## src/rtl/mem_lsu_pkg.sv

```systemverilog
// Shared definitions for the memory-stage load/store unit: opcodes, funct3 codes,
// FSM encoding and width defaults.
package mem_lsu_pkg;

    localparam int XLEN_DEF = 64;
    localparam int AW_DEF   = 64;

    localparam logic [6:0] OPC_LOAD  = 7'b0000011;
    localparam logic [6:0] OPC_STORE = 7'b0100011;

    localparam logic [2:0] F3_B  = 3'b000;
    localparam logic [2:0] F3_H  = 3'b001;
    localparam logic [2:0] F3_W  = 3'b010;
    localparam logic [2:0] F3_D  = 3'b011;
    localparam logic [2:0] F3_BU = 3'b100;
    localparam logic [2:0] F3_HU = 3'b101;
    localparam logic [2:0] F3_WU = 3'b110;

    typedef enum logic [1:0] {
        ST_IDLE = 2'd0,
        ST_REQ  = 2'd1,
        ST_RESP = 2'd2
    } lsu_state_e;

    // funct3[1:0] encodes the access size for both loads and stores.
    function automatic logic is_misaligned(input logic [2:0] f3, input logic [2:0] off);
        case (f3[1:0])
            2'b01:   return off[0];
            2'b10:   return |off[1:0];
            2'b11:   return |off;
            default: return 1'b0;
        endcase
    endfunction

endpackage

```

## src/rtl/mem_lsu_align.sv

```systemverilog
// Combinational lane steering: store data/strobe shift and load extract/extend.
// Bytes shifted beyond lane 7 fall off the top of the bus.
module mem_lsu_align
    import mem_lsu_pkg::*;
#(
    parameter int XLEN   = XLEN_DEF,
    parameter int STRB_W = XLEN / 8
) (
    input  logic [2:0]        off_i,
    input  logic [2:0]        funct3_i,
    input  logic [XLEN-1:0]   store_data_i,
    input  logic [XLEN-1:0]   rdata_i,
    output logic [XLEN-1:0]   wdata_o,
    output logic [STRB_W-1:0] wstrb_o,
    output logic [XLEN-1:0]   load_data_o
);

    logic [STRB_W-1:0] base_strb;
    logic [XLEN-1:0]   lane;

    always_comb begin
        base_strb = '0;
        case (funct3_i[1:0])
            2'b00:   base_strb = STRB_W'(8'h01);
            2'b01:   base_strb = STRB_W'(8'h03);
            2'b10:   base_strb = STRB_W'(8'h0F);
            default: base_strb = STRB_W'(8'hFF);
        endcase
        wstrb_o = base_strb << off_i;
        wdata_o = store_data_i << {off_i, 3'b000};

        lane = rdata_i >> {off_i, 3'b000};
        load_data_o = '0;
        case (funct3_i)
            F3_B:    load_data_o = {{(XLEN-8){lane[7]}}, lane[7:0]};
            F3_H:    load_data_o = {{(XLEN-16){lane[15]}}, lane[15:0]};
            F3_W:    load_data_o = {{(XLEN-32){lane[31]}}, lane[31:0]};
            F3_D:    load_data_o = lane;
            F3_BU:   load_data_o = {{(XLEN-8){1'b0}}, lane[7:0]};
            F3_HU:   load_data_o = {{(XLEN-16){1'b0}}, lane[15:0]};
            F3_WU:   load_data_o = {{(XLEN-32){1'b0}}, lane[31:0]};
            default: load_data_o = '0;
        endcase
    end

endmodule

```

## src/rtl/mem_lsu.sv

```systemverilog
// Memory-stage LSU: req/gnt/rvalid bus transaction for loads/stores, one-cycle wb pulse per op.
// Optional misaligned-access trap enabled by defining MEM_LSU_MISALIGN_TRAP_EN.
module mem_lsu
    import mem_lsu_pkg::*;
#(
    parameter int XLEN   = XLEN_DEF,
    parameter int AW     = AW_DEF,
    parameter int STRB_W = XLEN / 8
) (
    input  logic              clk,
    input  logic              rst,
    input  logic              in_valid_i,
    input  logic [6:0]        opcode_i,
    input  logic [2:0]        funct3_i,
    input  logic [AW-1:0]     addr_i,
    input  logic [XLEN-1:0]   store_data_i,
    input  logic [4:0]        rd_addr_i,
    input  logic              wreg_i,
    output logic              stall_o,
    output logic              dmem_req_o,
    output logic              dmem_we_o,
    output logic [AW-1:0]     dmem_addr_o,
    output logic [XLEN-1:0]   dmem_wdata_o,
    output logic [STRB_W-1:0] dmem_wstrb_o,
    input  logic              dmem_gnt_i,
    input  logic              dmem_rvalid_i,
    input  logic [XLEN-1:0]   dmem_rdata_i,
    output logic              wb_valid_o,
    output logic [4:0]        wb_rd_addr_o,
    output logic              wb_wreg_o,
    output logic [XLEN-1:0]   wb_wdata_o,
    output logic [4:0]        mem_back_rd_addr_o,
    output logic              mem_back_wreg_o,
    output logic [XLEN-1:0]   mem_back_wdata_o,
    output logic              misalign_o
);

    lsu_state_e state_q, state_d;

    logic [2:0]      cap_f3_q;
    logic [AW-1:0]   cap_addr_q;
    logic [XLEN-1:0] cap_sdata_q;
    logic [4:0]      cap_rd_q;
    logic            cap_wreg_q;
    logic            cap_store_q;

    logic            wb_valid_q, wb_valid_d;
    logic [4:0]      wb_rd_q, wb_rd_d;
    logic            wb_wreg_q, wb_wreg_d;
    logic [XLEN-1:0] wb_wdata_q, wb_wdata_d;
    logic            misalign_q, misalign_d;

    logic            accept, is_mem, mis_now;
    logic [XLEN-1:0] al_wdata, al_load;
    logic [STRB_W-1:0] al_wstrb;

    assign stall_o = (state_q != ST_IDLE);
    assign accept  = in_valid_i && !stall_o;
    assign is_mem  = (opcode_i == OPC_LOAD) || (opcode_i == OPC_STORE);

`ifdef MEM_LSU_MISALIGN_TRAP_EN
    assign mis_now = is_misaligned(funct3_i, addr_i[2:0]);
`else
    assign mis_now = 1'b0;
`endif

    mem_lsu_align #(.XLEN(XLEN), .STRB_W(STRB_W)) u_align (
        .off_i        (cap_addr_q[2:0]),
        .funct3_i     (cap_f3_q),
        .store_data_i (cap_sdata_q),
        .rdata_i      (dmem_rdata_i),
        .wdata_o      (al_wdata),
        .wstrb_o      (al_wstrb),
        .load_data_o  (al_load)
    );

    always_comb begin
        state_d      = state_q;
        wb_valid_d   = 1'b0;
        wb_wreg_d    = 1'b0;
        misalign_d   = 1'b0;
        wb_rd_d      = wb_rd_q;
        wb_wdata_d   = wb_wdata_q;
        dmem_req_o   = 1'b0;
        dmem_we_o    = 1'b0;
        dmem_addr_o  = '0;
        dmem_wdata_o = '0;
        dmem_wstrb_o = '0;
        case (state_q)
            ST_IDLE: begin
                if (accept && !is_mem) begin
                    wb_valid_d = 1'b1;
                    wb_rd_d    = rd_addr_i;
                    wb_wreg_d  = wreg_i;
                    wb_wdata_d = XLEN'(addr_i);
                end else if (accept && mis_now) begin
                    // Trapped access completes locally without touching the bus.
                    wb_valid_d = 1'b1;
                    wb_rd_d    = rd_addr_i;
                    wb_wdata_d = '0;
                    misalign_d = 1'b1;
                end else if (accept) begin
                    state_d = ST_REQ;
                end
            end
            ST_REQ: begin
                dmem_req_o   = 1'b1;
                dmem_we_o    = cap_store_q;
                dmem_addr_o  = {cap_addr_q[AW-1:3], 3'b000};
                dmem_wdata_o = al_wdata;
                dmem_wstrb_o = al_wstrb;
                if (dmem_gnt_i) state_d = ST_RESP;
            end
            ST_RESP: begin
                if (dmem_rvalid_i) begin
                    state_d    = ST_IDLE;
                    wb_valid_d = 1'b1;
                    wb_rd_d    = cap_rd_q;
                    wb_wreg_d  = cap_wreg_q && !cap_store_q;
                    wb_wdata_d = cap_store_q ? '0 : al_load;
                end
            end
            default: state_d = ST_IDLE;
        endcase
    end

    always_ff @(posedge clk or negedge rst) begin
        if (!rst) begin
            state_q     <= ST_IDLE;
            cap_f3_q    <= '0;
            cap_addr_q  <= '0;
            cap_sdata_q <= '0;
            cap_rd_q    <= '0;
            cap_wreg_q  <= 1'b0;
            cap_store_q <= 1'b0;
            wb_valid_q  <= 1'b0;
            wb_rd_q     <= '0;
            wb_wreg_q   <= 1'b0;
            wb_wdata_q  <= '0;
            misalign_q  <= 1'b0;
        end else begin
            state_q    <= state_d;
            wb_valid_q <= wb_valid_d;
            wb_rd_q    <= wb_rd_d;
            wb_wreg_q  <= wb_wreg_d;
            wb_wdata_q <= wb_wdata_d;
            misalign_q <= misalign_d;
            if (accept && is_mem) begin
                cap_f3_q    <= funct3_i;
                cap_addr_q  <= addr_i;
                cap_sdata_q <= store_data_i;
                cap_rd_q    <= rd_addr_i;
                cap_wreg_q  <= wreg_i;
                cap_store_q <= (opcode_i == OPC_STORE);
            end
        end
    end

    assign wb_valid_o         = wb_valid_q;
    assign wb_rd_addr_o       = wb_rd_q;
    assign wb_wreg_o          = wb_wreg_q;
    assign wb_wdata_o         = wb_wdata_q;
    assign mem_back_rd_addr_o = wb_rd_q;
    assign mem_back_wreg_o    = wb_wreg_q;
    assign mem_back_wdata_o   = wb_wdata_q;
    assign misalign_o         = misalign_q;

endmodule

```

## config.mk

```make
export PLATFORM = sky130hd
export DESIGN_NAME = mem_lsu
export DESIGN_NICKNAME = d
export VERILOG_FILES = /design/src/rtl/mem_lsu_pkg.sv /design/src/rtl/mem_lsu_align.sv /design/src/rtl/mem_lsu.sv
export SDC_FILE = /design/constraint.sdc
export NUM_CORES = 1
export LEC_CHECK = 0
export CAP_MARGIN = 25
export CORE_MARGIN = 4
export CORE_UTILIZATION = 40
export CTS_BUF_LIST = sky130_fd_sc_hd__clkbuf_4
export DETAILED_ROUTE_END_ITERATION = 7
export PLACE_DENSITY = 0.7
export REMOVE_ABC_BUFFERS = 1
export SETUP_SLACK_MARGIN = 0.02
export SLEW_MARGIN = 0
export SYNTH_ARGS = -nofsm -noshare
export SYNTH_HDL_FRONTEND = slang
export SYNTH_SLANG_ARGS = --single-unit
```

## constraint.sdc

```tcl
create_clock -name clk -period 2.35 [get_ports clk]
set_input_delay 0.235 -clock clk [delete_from_list [all_inputs] [get_ports clk]]
set_output_delay 0.235 -clock clk [all_outputs]
set_load 0.05 [all_outputs]
```

==> After elaboration in Yosys (flattened, before gate mapping) <==
Index checks and enable logic that the tools add are counted.
{ "classes": {"eq_ne": 17, "n_reduce_logical": 15, "shift": 3, "mux": 25} }
{ "ops": {"columns": ["op", "n"], "rows": [
  ["$pmux 64 s7", 1],
  ["$mux 64", 5],
  ["$pmux 64 s2", 1],
  ["$shl 64x6->64", 1],
  ["$shr 64x6->64", 1],
  ["$pmux 8 s3", 1],
  ["$mux 5", 2],
  ["$ne 2x2->1 const B", 5],
  ["$pmux 5 s2", 1],
  ["$eq 3x3->1 const B", 3],
  ["$mux 2", 4],
  ["$mux 8", 1],
  ["$shl 8x3->8", 1],
  ["$eq 7x2->1 const B", 1],
  ["$eq 7x6->1 const B", 1],
  ["$eq 3x2->1 const B", 2],
  ["$mux 1", 6],
  ["$pmux 2 s3", 1],
  ["$eq 2x1->1 const B", 2],
  ["$eq 2x2->1 const B", 2],
  ["$logic_and 1x1->1", 4],
  ["$logic_not 2->1", 2],
  ["$pmux 1 s2", 2],
  ["$reduce_and 4->1", 1],
  ["6 further kinds", 9]
]} }
{ "word_totals": {"out_inout_bits": 281, "reg_bits": 211, "input_bits": 213, "word_cells": 71} }

==> Logic depth before layout (Yosys ltp) <==
{ "logic_depth": {"word_depth": 6, "ltp_mapped": 9, "depth_no_buf": 7} }

==> Modules after synthesis <==
Synthesis repeated with hierarchy kept, for this count alone.
{ "unflattened": {"cells_unflattened": 1566, "area_unflattened_um2": 15740.1} }
{ "modules_own_cells": {"columns": ["module", "cells_each", "n_inst", "seq_area_each_um2", "area_per_inst_um2"], "rows": [
  ["mem_lsu", 954, 1, 5280.1, 11308.3],
  ["mem_lsu_align", 612, 1, 0.0, 4431.8]
]} }

==> Worst setup path before layout <==
No wires, ideal clock.
{ "synth_timing": {"kind": "register to output", "from": "reg cap_addr_q[1]", "to": "out dmem_wstrb_o[7]", "n_path_buf": 5, "slack_ps": -479, "stages_incl_launch_ff": 9, "t_required_ps": 2115, "t_arrival_ps": 2594, "cell_sequence": "dfrtp_1 > buf_4 > buf_4 > buf_4 > buf_2 > buf_2 > o21a_1 > nor2_1 > nor3_1"} }
{ "synth_via": {"elab_chain_len": 2} }
{ "synth_lines": {"columns": ["item", "line_no", "text"], "rows": [
  ["start, declared", "mem_lsu.sv:41", "logic [AW-1:0] cap_addr_q;"],
  ["start signal, assigned", "mem_lsu.sv:150", "cap_addr_q <= addr_i;"],
  ["$shl 8x3->8", "mem_lsu_align.sv:29", "wstrb_o = base_strb << off_i;"],
  ["$mux 8", "mem_lsu.sv:89", "case (state_q)"],
  ["end, declared", "mem_lsu.sv:24", "output logic [STRB_W-1:0] dmem_wstrb_o,"]
]} }
Every way passes these cells.

==> Worst setup path after layout <==
{ "layout_timing": {"from": "reg cap_addr_q[1]", "to": "out dmem_wdata_o[53]"} }
{ "layout_via": {"elab_chain_len": 2} }
{ "layout_lines": {"columns": ["item", "line_no", "text"], "rows": [
  ["$shl 64x6->64", "mem_lsu_align.sv:30", "wdata_o = store_data_i << {off_i, 3'b000};"],
  ["$mux 64", "mem_lsu.sv:89", null],
  ["end, declared", "mem_lsu.sv:23", "output logic [XLEN-1:0] dmem_wdata_o,"]
]} }
Every way passes these cells.

==> key figures <==
Run status
  • Status: complete, but fails checks
  • Violated checks: setup timing

Die
  • Initial Utilization: 0.405
  • # IOs: about 490
  • Die width: between 150 and 200 um
  • Core Region: 33400 sq um
  • Height of the die: between 150 and 200 um
  • Die Footprint: around 37000 sq um
  • Num rows: 67

Yosys
  • Top area cells in the synthesized netlist: dfrtp_1, mux2_1, mux2i_1, buf_4, mux4_2
  • Post-synthesis register bit count: about 210
  • Sequential-to-total area share from yosys stat: 0.390
  • Synthesized cell area: between 10000 and 15000 sq um
  • Post-synthesis cell type count: 58
  • Gate count after technology mapping: about 1300
  • YS warnings: 0
  • Leading area contributor after synthesis: dfrtp_1
  • Primary FF master, synth: dfrtp_1
  • Number of synthesized flops with an enable pin: 0
  • Post-synth top area share: 0.390
  • Syn Area/Cell: ~10 sq um
  • Fraction of registers with async set/reset: 1.00

Global route
  • Global-route wire length before repair: about 84 mm
  • Initial antenna violation count: 10
  • Vias in the first global route: between 10000 and 15000
  • Largest net degree at the start of global routing: 75
  • Congestion Overflow GR: 0
  • Global Route Usage Sum: 0.298

Cells and area
  • Layout Nets: 2032
  • Fillers: roughly 2600
  • FF+latch area: 5290 sq um
  • Multi-input logic area: slightly below 8000 sq um
  • Area Growth Syn to Fin: 63.4%
  • Share of layout cells above drive strength 1: 0.332
  • Design Area, Final: approximately 22000 sq um

Critical path
  • Worst-path fanout max: 10
  • RR Startpoint: cap_addr_q[0]$_DFFE_PN0P_
  • Critical path startpoint category: flop
  • Crit Path Class: flop to primary output
  • Worst EP required: between 2 and 2.5 ns
  • R2R Setup Slk: -0.04 ns
  • Worst setup path start: cap_addr_q[1]$_DFFE_PN0P_
  • Worst setup EP type: primary output
  • WP data arrival: 2.49 ns

Clock tree
  • CTS buffer count: slightly below 60
  • H-tree levels: 2
  • Longest Clk Path Bufs: 3
  • Clk sinks: approximately 210
  • Root buffer cell: clkbuf_4
  • Clock transition at path regs: about 0.08 ns
  • CTS tree: built
  • Skew-Pair Late Insertion Delay: between 0.7 and 0.8 ns

Routing
  • Vias: between 10000 and 15000
  • Final wirelength: around 62 mm
  • DRC: 0
  • 1st-pass router iterations: 5
  • DR vias/cell: between 5 and 6
  • First DRT Iteration DRCs: 1282
  • DRT antenna net count: 0
  • Wirelength per Cell: approximately 27 um

Timing
  • Post-route setup slack: -0.373 ns
  • Min Tclk post-route: roughly 2.7 ns
  • Worst hold margin: approximately 0.086 ns
  • Slew margin rel.: 0.508
  • Fin Setup TNS: -19.73 ns
  • Slew of the pin with the lowest slew margin: around 0.74 ns
  • Clock Skew: roughly 0.06 ns
  • FMAX: 367 MHz
  • Number of max-slew violations in the final report: 0
  • RSZ-0062 raised after global routing: yes
  • Final setup viols: 96
  • Fin crit share: 1.16
  • Final Hold Viols: 0

Placement
  • Placed cell area: 19000 sq um
  • Port Buffers: between 400 and 500
  • GP Congestion: between 0.8 and 0.9
  • DP Worst Slack: -0.168 ns
  • Hpwl dp: around 40 mm

Power
  • Pwr Density: roughly 600 nW/um^2
  • Lkg Pwr: 9.48 nW
  • Max VDD drop: a little over 0.4 mV
  • Total power: between 10 and 15 mW

Job
  • Max-cap violations: 0

Min path
  • Hold Crit Class: input port to async pin
-- critical path, stage by stage, from the launching register on --
cell and delay, ns:
dfrtp_4 0.53, buf_12 0.18, buf_12 0.15, mux2i_2 0.16
a211oi_2 0.29, a21oi_2 0.07, nor2_2 0.19, buf_6 0.19
-- layer usage --
layer | global-route usage | routed length [um]
met1 | 0.359 | 22300
met2 | 0.501 | 29600
met3 | 0.0934 | 6820
met4 | 0.109 | 2990
met5 | 0 | 29
-- stage by stage --
stage                util  std cells
floorplan               -       1126
finish              0.662       2318
detailed placement  0.567       2130
CTS                 0.620       2264
global route        0.662       2314
global placement    0.567       2130
-- cell type report --
class / instances / area share
antenna: 11 / 0.00124
clock buffer: 83 / 0.0281
clock inverter: 18 / 0.00475
inverter: 5 / 0.00153
multi-input combinational: 910 / 0.358
sequential: 211 / 0.239
tap: 448 / 0.0253
timing repair buffer: 632 / 0.342
-- kinds of logic (layout without fill, tap and decap cells) --
logic type / Yosys count / count (layout) / synth area share
mux: 287 / 287 / 0.253
flops: 211 / 211 / 0.390
other cells: 1 / 15 / 0.000277
buf+inv: 194 / 738 / 0.0847
simple gates: 309 / 309 / 0.117
compound gates: 310 / 310 / 0.156
-- placed cells by master, fill, tap and decap left out, types with 9 or more instances in the layout --
master           count
clkinv_1            10
and2_1              39
clkbuf_16           17
mux4_2              29
mux2i_1             89
a22oi_1             70
clkdlybuf4s50_1    335
nor2_1              64
o22ai_1             16
diode_2             11
a21oi_1             51
buf_4               70
a211oi_1            10
a22o_1              25
mux2i_2             14
and2_4              33
a31oi_1             10
clkbuf_4            83
buf_16              13
nor2b_1              9
o21ai_0             13
o21ai_2             15
nor2_4              13
a211o_1             10
nand2_1             58
nand2b_1             9
mux2_2              39
dlygate4sd2_1       15
mux2_1             109
buf_8               12
dfrtp_1            206
buf_6               90
o211ai_1            38
buf_12              76
a21oi_2             17
-- synth_stat cells, types with 4 or more instances --
library cell	n
dfrtp_1	211
mux2_1	109
mux2i_1	107
buf_4	91
nor2_1	84
and2_1	73
a22oi_1	71
a21oi_1	67
nand2_1	66
buf_2	50
clkbuf_1	44
mux2_2	42
o211ai_1	38
o21ai_0	32
mux4_2	29
a22o_1	25
a211oi_1	18
o22ai_1	17
nor2b_1	16
a31oi_1	12
nand3_1	12
nor3_1	11
a211o_1	10
and3_1	10
nand2b_1	10
o22a_1	8
o21a_1	4
-- state kept, by name, indices dropped and copies added, names as in the netlist --
signal,count
cap_rd_q,5
cap_wreg_q,1
mem_back_wdata_o,64
wb_valid_o,1
state_q,2
cap_f3_q,3
mem_back_wreg_o,1
cap_addr_q,64
cap_store_q,1
cap_sdata_q,64
mem_back_rd_addr_o,5
-- where the power goes --
group	internal [mW]	switching [mW]
Sequential	4.09	0.492
Combinational	2.34	2.97
Clock	1.73	1.66
Total	8.16	5.12
-- repair_timing --
item,in CTS,in global routing
buffers inserted,23,22
gates cloned,9,22
endpoints found under the setup margin,150,168
gates resized for setup,192,194
pin swaps,18,32
endpoints found under the hold margin,211,0
hold buffers,2,0
-- path summary, 6_finish.rpt --
kind                       depth (start not counted)                                to
max                                                7                  dmem_wdata_o[53]
min                                                3       cap_sdata_q[50]$_DFFE_PN0P_
max reg2reg                                       11  mem_back_wdata_o[46]$_DFFE_PN0P_
min reg2reg                                        1        cap_addr_q[59]$_DFFE_PN0P_
max in group asynchronous                          3       cap_sdata_q[49]$_DFFE_PN0P_
min in group clk                                   2       cap_sdata_q[15]$_DFFE_PN0P_
Power figures use the tool's default switching activity.
